[config.mk]
export PLATFORM = sky130hd
export DESIGN_NAME = axis_pair_join_flat
export DESIGN_NICKNAME = d
export VERILOG_FILES = /design/src/rtl/axis_pair_join_if.sv /design/src/rtl/axis_pair_join.sv /design/src/flat_wrapper.sv
export SDC_FILE = /design/constraint.sdc
export NUM_CORES = 1
export LEC_CHECK = 0
export CORE_MARGIN = 4
export CORE_UTILIZATION = 48
export CTS_CLUSTER_SIZE = 30
export DETAILED_ROUTE_END_ITERATION = 7
export PLACE_DENSITY = 0.78
export RECOVER_POWER = 100
export SETUP_SLACK_MARGIN = 0.3
export SYNTH_ARGS = -nofsm -noshare
export SYNTH_HDL_FRONTEND = slang
export SYNTH_SLANG_ARGS = --single-unit
export TNS_END_PERCENT = 100
[constraint.sdc]
create_clock -name aclk -period 8.7 [get_ports aclk]
set_input_delay 1.305 -clock aclk [delete_from_list [all_inputs] [get_ports aclk]]
set_output_delay 1.305 -clock aclk [all_outputs]
set_load 0.01 [all_outputs]
[src/rtl/axis_pair_join_if.sv]
// Bus bundle for axis_pair_join: two 128-bit input lanes and the joined 256-bit output.
// Every channel uses AXI4-Stream valid/ready: a beat transfers on the rising edge where
// both TVALID and TREADY are 1; a source holds TVALID and TDATA stable until that edge.
interface axis_pair_join_if #(
    parameter int DATA_W = 128
);
    logic                S0_AXIS_TVALID;
    logic                S0_AXIS_TREADY;
    logic [DATA_W-1:0]   S0_AXIS_TDATA;
    logic                S1_AXIS_TVALID;
    logic                S1_AXIS_TREADY;
    logic [DATA_W-1:0]   S1_AXIS_TDATA;
    logic                M_AXIS_TVALID;
    logic                M_AXIS_TREADY;
    logic [2*DATA_W-1:0] M_AXIS_TDATA;

    // Traffic side: drives both input lanes and the downstream ready.
    modport master (
        output S0_AXIS_TVALID, S0_AXIS_TDATA,
        output S1_AXIS_TVALID, S1_AXIS_TDATA,
        output M_AXIS_TREADY,
        input  S0_AXIS_TREADY, S1_AXIS_TREADY,
        input  M_AXIS_TVALID, M_AXIS_TDATA
    );

    // Join side: accepts both lanes and presents the joined beat.
    modport slave (
        input  S0_AXIS_TVALID, S0_AXIS_TDATA,
        input  S1_AXIS_TVALID, S1_AXIS_TDATA,
        input  M_AXIS_TREADY,
        output S0_AXIS_TREADY, S1_AXIS_TREADY,
        output M_AXIS_TVALID, M_AXIS_TDATA
    );
endinterface

[src/rtl/axis_pair_join.sv]
// Two-lane AXI4-Stream join: each lane is buffered in its own FIFO and one {lane1, lane0}
// beat leaves only when both lanes hold data, so the n-th beats of the two lanes always pair.
module axis_pair_join #(
    parameter int  DATA_W     = 128,
    parameter int  FIFO_DEPTH = 4,
    localparam int PTR_W      = $clog2(FIFO_DEPTH),
    localparam int OCC_W      = $clog2(FIFO_DEPTH) + 1
) (
    input  logic             aclk,
    input  logic             aresetn,
    axis_pair_join_if.slave  axis,
    output logic [OCC_W-1:0] OCC0,
    output logic [OCC_W-1:0] OCC1,
    output logic [31:0]      PAIR_CNT
);

    logic                         init_done;
    logic [1:0]                   lane_valid;
    logic [1:0]                   lane_ready;
    logic [1:0]                   push;
    logic [1:0][DATA_W-1:0]       lane_data;
    logic [1:0][DATA_W-1:0]       head;
    logic [1:0][OCC_W-1:0]        occ_q;
    logic                         m_valid;
    logic                         pop;
    logic [31:0]                  pair_cnt_q;

    assign lane_valid = {axis.S1_AXIS_TVALID, axis.S0_AXIS_TVALID};
    assign lane_data  = {axis.S1_AXIS_TDATA, axis.S0_AXIS_TDATA};

    // Keeps TREADY low for the first cycle after reset release.
    always_ff @(posedge aclk or negedge aresetn) begin
        if (!aresetn) begin
            init_done <= 1'b0;
        end else begin
            init_done <= 1'b1;
        end
    end

    // Output valid comes only from registered occupancies, never from the input valids.
    assign m_valid = (occ_q[0] != '0) && (occ_q[1] != '0);
    assign pop     = m_valid && axis.M_AXIS_TREADY;

    for (genvar k = 0; k < 2; k++) begin : g_lane
        logic [DATA_W-1:0] mem [FIFO_DEPTH];
        logic [PTR_W-1:0]  wr_ptr;
        logic [PTR_W-1:0]  rd_ptr;
        logic [OCC_W-1:0]  occ;

        // Ready looks only at this lane's own fill level, so a full lane
        // stays stalled through a same-cycle pop.
        assign lane_ready[k] = init_done && (occ != OCC_W'(FIFO_DEPTH));
        assign push[k]       = lane_valid[k] && lane_ready[k];
        assign head[k]       = mem[rd_ptr];
        assign occ_q[k]      = occ;

        // Storage is deliberately left unreset; occupancy alone marks entries valid.
        always_ff @(posedge aclk) begin
            if (push[k]) begin
                mem[wr_ptr] <= lane_data[k];
            end
        end

        always_ff @(posedge aclk or negedge aresetn) begin
            if (!aresetn) begin
                wr_ptr <= '0;
                rd_ptr <= '0;
                occ    <= '0;
            end else begin
                if (push[k]) begin
                    wr_ptr <= wr_ptr + PTR_W'(1);
                end
                if (pop) begin
                    rd_ptr <= rd_ptr + PTR_W'(1);
                end
                case ({push[k], pop})
                    2'b10:   occ <= occ + OCC_W'(1);
                    2'b01:   occ <= occ - OCC_W'(1);
                    default: occ <= occ;
                endcase
            end
        end
    end

    always_ff @(posedge aclk or negedge aresetn) begin
        if (!aresetn) begin
            pair_cnt_q <= '0;
        end else if (pop) begin
            pair_cnt_q <= pair_cnt_q + 32'd1;
        end
    end

    assign axis.S0_AXIS_TREADY = lane_ready[0];
    assign axis.S1_AXIS_TREADY = lane_ready[1];
    assign axis.M_AXIS_TVALID  = m_valid;
    assign axis.M_AXIS_TDATA   = {head[1], head[0]};
    assign OCC0                = occ_q[0];
    assign OCC1                = occ_q[1];
    assign PAIR_CNT            = pair_cnt_q;

endmodule

[src/flat_wrapper.sv]
// flat-port wrapper written by rule: the top's interface ports become plain ports
module axis_pair_join_flat 
#(
    parameter int  DATA_W     = 128,
    parameter int  FIFO_DEPTH = 4,
    localparam int PTR_W      = $clog2(FIFO_DEPTH),
    localparam int OCC_W      = $clog2(FIFO_DEPTH) + 1
)
  (aclk, aresetn, OCC0, OCC1, PAIR_CNT, axis_S0_AXIS_TVALID, axis_S0_AXIS_TDATA, axis_S1_AXIS_TVALID, axis_S1_AXIS_TDATA, axis_M_AXIS_TREADY, axis_S0_AXIS_TREADY, axis_S1_AXIS_TREADY, axis_M_AXIS_TVALID, axis_M_AXIS_TDATA);
  axis_pair_join_if #(.DATA_W(DATA_W)) axis_i ();
  input  logic aclk;
  input  logic aresetn;
  output logic [OCC_W-1:0] OCC0;
  output logic [OCC_W-1:0] OCC1;
  output logic [31:0] PAIR_CNT;
  input wire logic [$bits(axis_i.S0_AXIS_TVALID)-1:0] axis_S0_AXIS_TVALID;
  input wire logic [$bits(axis_i.S0_AXIS_TDATA)-1:0] axis_S0_AXIS_TDATA;
  input wire logic [$bits(axis_i.S1_AXIS_TVALID)-1:0] axis_S1_AXIS_TVALID;
  input wire logic [$bits(axis_i.S1_AXIS_TDATA)-1:0] axis_S1_AXIS_TDATA;
  input wire logic [$bits(axis_i.M_AXIS_TREADY)-1:0] axis_M_AXIS_TREADY;
  output wire logic [$bits(axis_i.S0_AXIS_TREADY)-1:0] axis_S0_AXIS_TREADY;
  output wire logic [$bits(axis_i.S1_AXIS_TREADY)-1:0] axis_S1_AXIS_TREADY;
  output wire logic [$bits(axis_i.M_AXIS_TVALID)-1:0] axis_M_AXIS_TVALID;
  output wire logic [$bits(axis_i.M_AXIS_TDATA)-1:0] axis_M_AXIS_TDATA;
  assign axis_i.S0_AXIS_TVALID = axis_S0_AXIS_TVALID;
  assign axis_i.S0_AXIS_TDATA = axis_S0_AXIS_TDATA;
  assign axis_i.S1_AXIS_TVALID = axis_S1_AXIS_TVALID;
  assign axis_i.S1_AXIS_TDATA = axis_S1_AXIS_TDATA;
  assign axis_i.M_AXIS_TREADY = axis_M_AXIS_TREADY;
  assign axis_S0_AXIS_TREADY = axis_i.S0_AXIS_TREADY;
  assign axis_S1_AXIS_TREADY = axis_i.S1_AXIS_TREADY;
  assign axis_M_AXIS_TVALID = axis_i.M_AXIS_TVALID;
  assign axis_M_AXIS_TDATA = axis_i.M_AXIS_TDATA;
  axis_pair_join #(.DATA_W(DATA_W), .FIFO_DEPTH(FIFO_DEPTH)) u_core (.aclk(aclk), .aresetn(aresetn), .axis(axis_i), .OCC0(OCC0), .OCC1(OCC1), .PAIR_CNT(PAIR_CNT));
endmodule
==> impl_metrics.json <==
{
  "worst_pin_slew_ns": 3.390,
  "cts-root-buf": "clkbuf_16",
  "synth_top_cell_by_area": "edfxtp_1",
  "portBuffers": 557,
  "final_area_um2": 49540,
  "vias": 18590,
  "grt_use_total_pct": 20.35,
  "num-nets-final": 2444,
  "clockPowerShare_pct": 29.4,
  "setup_ws_ns": 2.209,
  "crit_slowest_cell": "dfrtp_1",
  "die_area_um2": 86190,
  "synth_warnings": 0,
  "final_core_util_pct": 61.40,
  "via_per_inst": 5.530,
  "fin_crit_sh_pct": 74.61,
  "gp_congestion": 0.8163,
  "drive_gt1_share_pct": 19.06,
  "htree_levels": 3,
  "post-cts-setup-buffer-count": 0,
  "io_pins": 558,
  "cts.reportedPaths.clkPinSlew_ns": 0.06,
  "ys.flop_type": "edfxtp_1",
  "post_drt_wl_per_cell_um": 26.31,
  "totalWireLength_mm": 88.44,
  "worstPathCellList": "buf_4 > mux4_2 > dlygate4sd3_1",
  "async_flop_share_pct": 4.388,
  "synth.area.top_cells": "edfxtp_1, mux4_2, dfrtp_1",
  "switchingPower_mw": 4.365,
  "p_total_mw": 15.61,
  "cp_max_fo": 69,
  "cp-start-kind": "flop",
  "swShare_pct": 27.97,
  "power_frac_seq_pct": 42.6,
  "yosysSeqAreaShare_pct": 81.56,
  "numCtsBuffers": 106,
  "cts_buffer_depth": 3,
  "final.setup_skew_ns": 0.04040,
  "die_h_um": 293.6,
  "drc": 0,
  "critPathRequiredTime_ns": 7.39,
  "postCtsHoldBufs": 0,
  "clock_sinks": 1071,
  "first_pass_iters": 5,
  "min_period_ns": 6.491,
  "cp_slowest_stage_delay_ns": 2.27,
  "setup_tns_ns": 0,
  "rsz0062_at_grt": "no",
  "cts-resized-gates": 0,
  "clkLatencyLatePin_ns": 0.67,
  "antenna_left": 0,
  "synth_edf_count": 1024,
  "core_um2": 80680,
  "violations": "capacitance limit, slew limit",
  "yosysTopAreaCellShare_pct": 78.55,
  "dpl_cell_area_um2": 45970,
  "vdd_drop_max_mv": 0.2280,
  "grt_pass1_vias": 19830,
  "antenna_found_initial": 57,
  "yosys_register_bits": 1071,
  "p_per_area_nw_per_um2": 315.1,
  "layout_commonest_cell": "edfxtp_1",
  "maxCapViolCount": 23,
  "pre_cts_ws_ns": 4.312,
  "cp.arrival_ns": 5.19,
  "area_growth_pct": 26.55,
  "start_util_pct": 48.52,
  "setup_viol": 0,
  "grt_max_degree": 118,
  "dp.cells": 3122,
  "fin_cells": 3361,
  "fp-row-count": 104,
  "internal-power_mw": 11.24,
  "gr-total-overflow": 0,
  "comb_power_share_pct": 28.1,
  "cts_tree": "done",
  "layout_common_cells": "edfxtp_1, dlygate4sd3_1, mux4_2, clkbuf_16, dfrtp_1",
  "crit_type": "flop to output pin",
  "synth_cell_types": 32,
  "power_leakage_nw": 16.22,
  "endpoint_kind": "output pin",
  "drv_slew": 1027,
  "die_w_um": 293.6,
  "netlist_area_um2": 39150,
  "synthCells": 1551,
  "syn_nets": 1825,
  "drt_iter0_markers": 1360,
  "syn_area_per_cell_um2": 25.24,
  "hold_viol": 0,
  "cp_top_family": "flip-flops",
  "slew_headroom_pct": -126.0,
  "outcome": "finished with violations",
  "hold_slack_ns": 0.4744,
  "reg2reg_setup_slack_ns": 2.49,
  "dp_hpwl_mm": 55.15,
  "grt_pass1_wl_mm": 130.2,
  "timing.critical_path.buf_inv": 2,
  "hold_class": "flop to flop",
  "timing.fmax_mhz": 154.1,
  "nFillCells": 5392
}
-- registers in the layout, indices dropped and copies added, names as in the netlist --
register	cells
u_core.g_lane.mem	1024
u_core.OCC0	3
u_core.init_done	1
u_core.g_lane.wr_ptr	4
u_core.PAIR_CNT	32
u_core.OCC1	3
u_core.g_lane.rd_ptr	4
-- routing by layer --
| layer | global-route usage [%] | wire length, um | vias to the layer above |
|---|---|---|---|
| li1 | - | - | 7889 |
| met1 | 24.57 | 31320 | 9703 |
| met5 | 0 | 117 | - |
| met2 | 34.40 | 46200 | 762 |
| met4 | 9.942 | 4248 | 18 |
| met3 | 5.343 | 6549 | 213 |
-- cell type report --
cell class / count / area (um^2) / share of cell area (%)
inverter: 17 / 63.81 / 0.1288
tap: 1060 / 1326 / 2.677
antenna: 40 / 100.1 / 0.2021
clock buffer: 124 / 2741 / 5.534
sequential: 1071 / 31930 / 64.46
multi-input combinational: 396 / 6825 / 13.78
timing repair buffer: 578 / 5704 / 11.51
clock inverter: 75 / 843.3 / 1.702
-- Yosys cell counts (all sizes together) (9+ instances only) --
cell and instances:
and3 14, buf 46, clkbuf 21, dfrtp 47
edfxtp 1024, ha 11, inv 17, mux4 256
nand2 9, nand3 10, nand4 11, nor3 9
xnor2 24, xor2 19
-- logic make-up after synthesis --
logic type / synth area share (%)
flip-flops: 81.56
multiplexers: 14.85
buffers and inverters: 0.9557
AND/OR/NAND/NOR: 1.167
XOR/XNOR: 0.9621
adder cells (fa/ha/maj): 0.4539
AO/OA/AOI/OAI: 0.04473
other: 0.009580
-- power by group through the flow --
stage / sequential, mW / clock, mW / combinational (mW)
after floorplan: 6.53 / 0 / 2.56
after global placement: 6.67 / 0 / 4.72
after detailed placement: 6.72 / 0 / 4.75
after CTS: 6.63 / 4.68 / 4.79
after global routing: 6.70 / 4.93 / 4.65
final: 6.64 / 4.59 / 4.38
-- worst paths after layout --
kind | startpoint | to | depth (start not counted)
max reg2reg | u_core.OCC0[0] | u_core.g_lane[0].mem[2][15] | 5
min | u_core.PAIR_CNT[31] | u_core.PAIR_CNT[31] | 1
max in group asynchronous | aresetn | u_core.g_lane[1].rd_ptr[0] | 2
min in group asynchronous | aresetn | u_core.PAIR_CNT[24] | 2
min reg2reg | u_core.PAIR_CNT[31] | u_core.PAIR_CNT[31] | 1
max | u_core.g_lane[1].rd_ptr[1] | axis_M_AXIS_TDATA[197] | 3
Note: power is estimated with default switching activity, not from simulation.
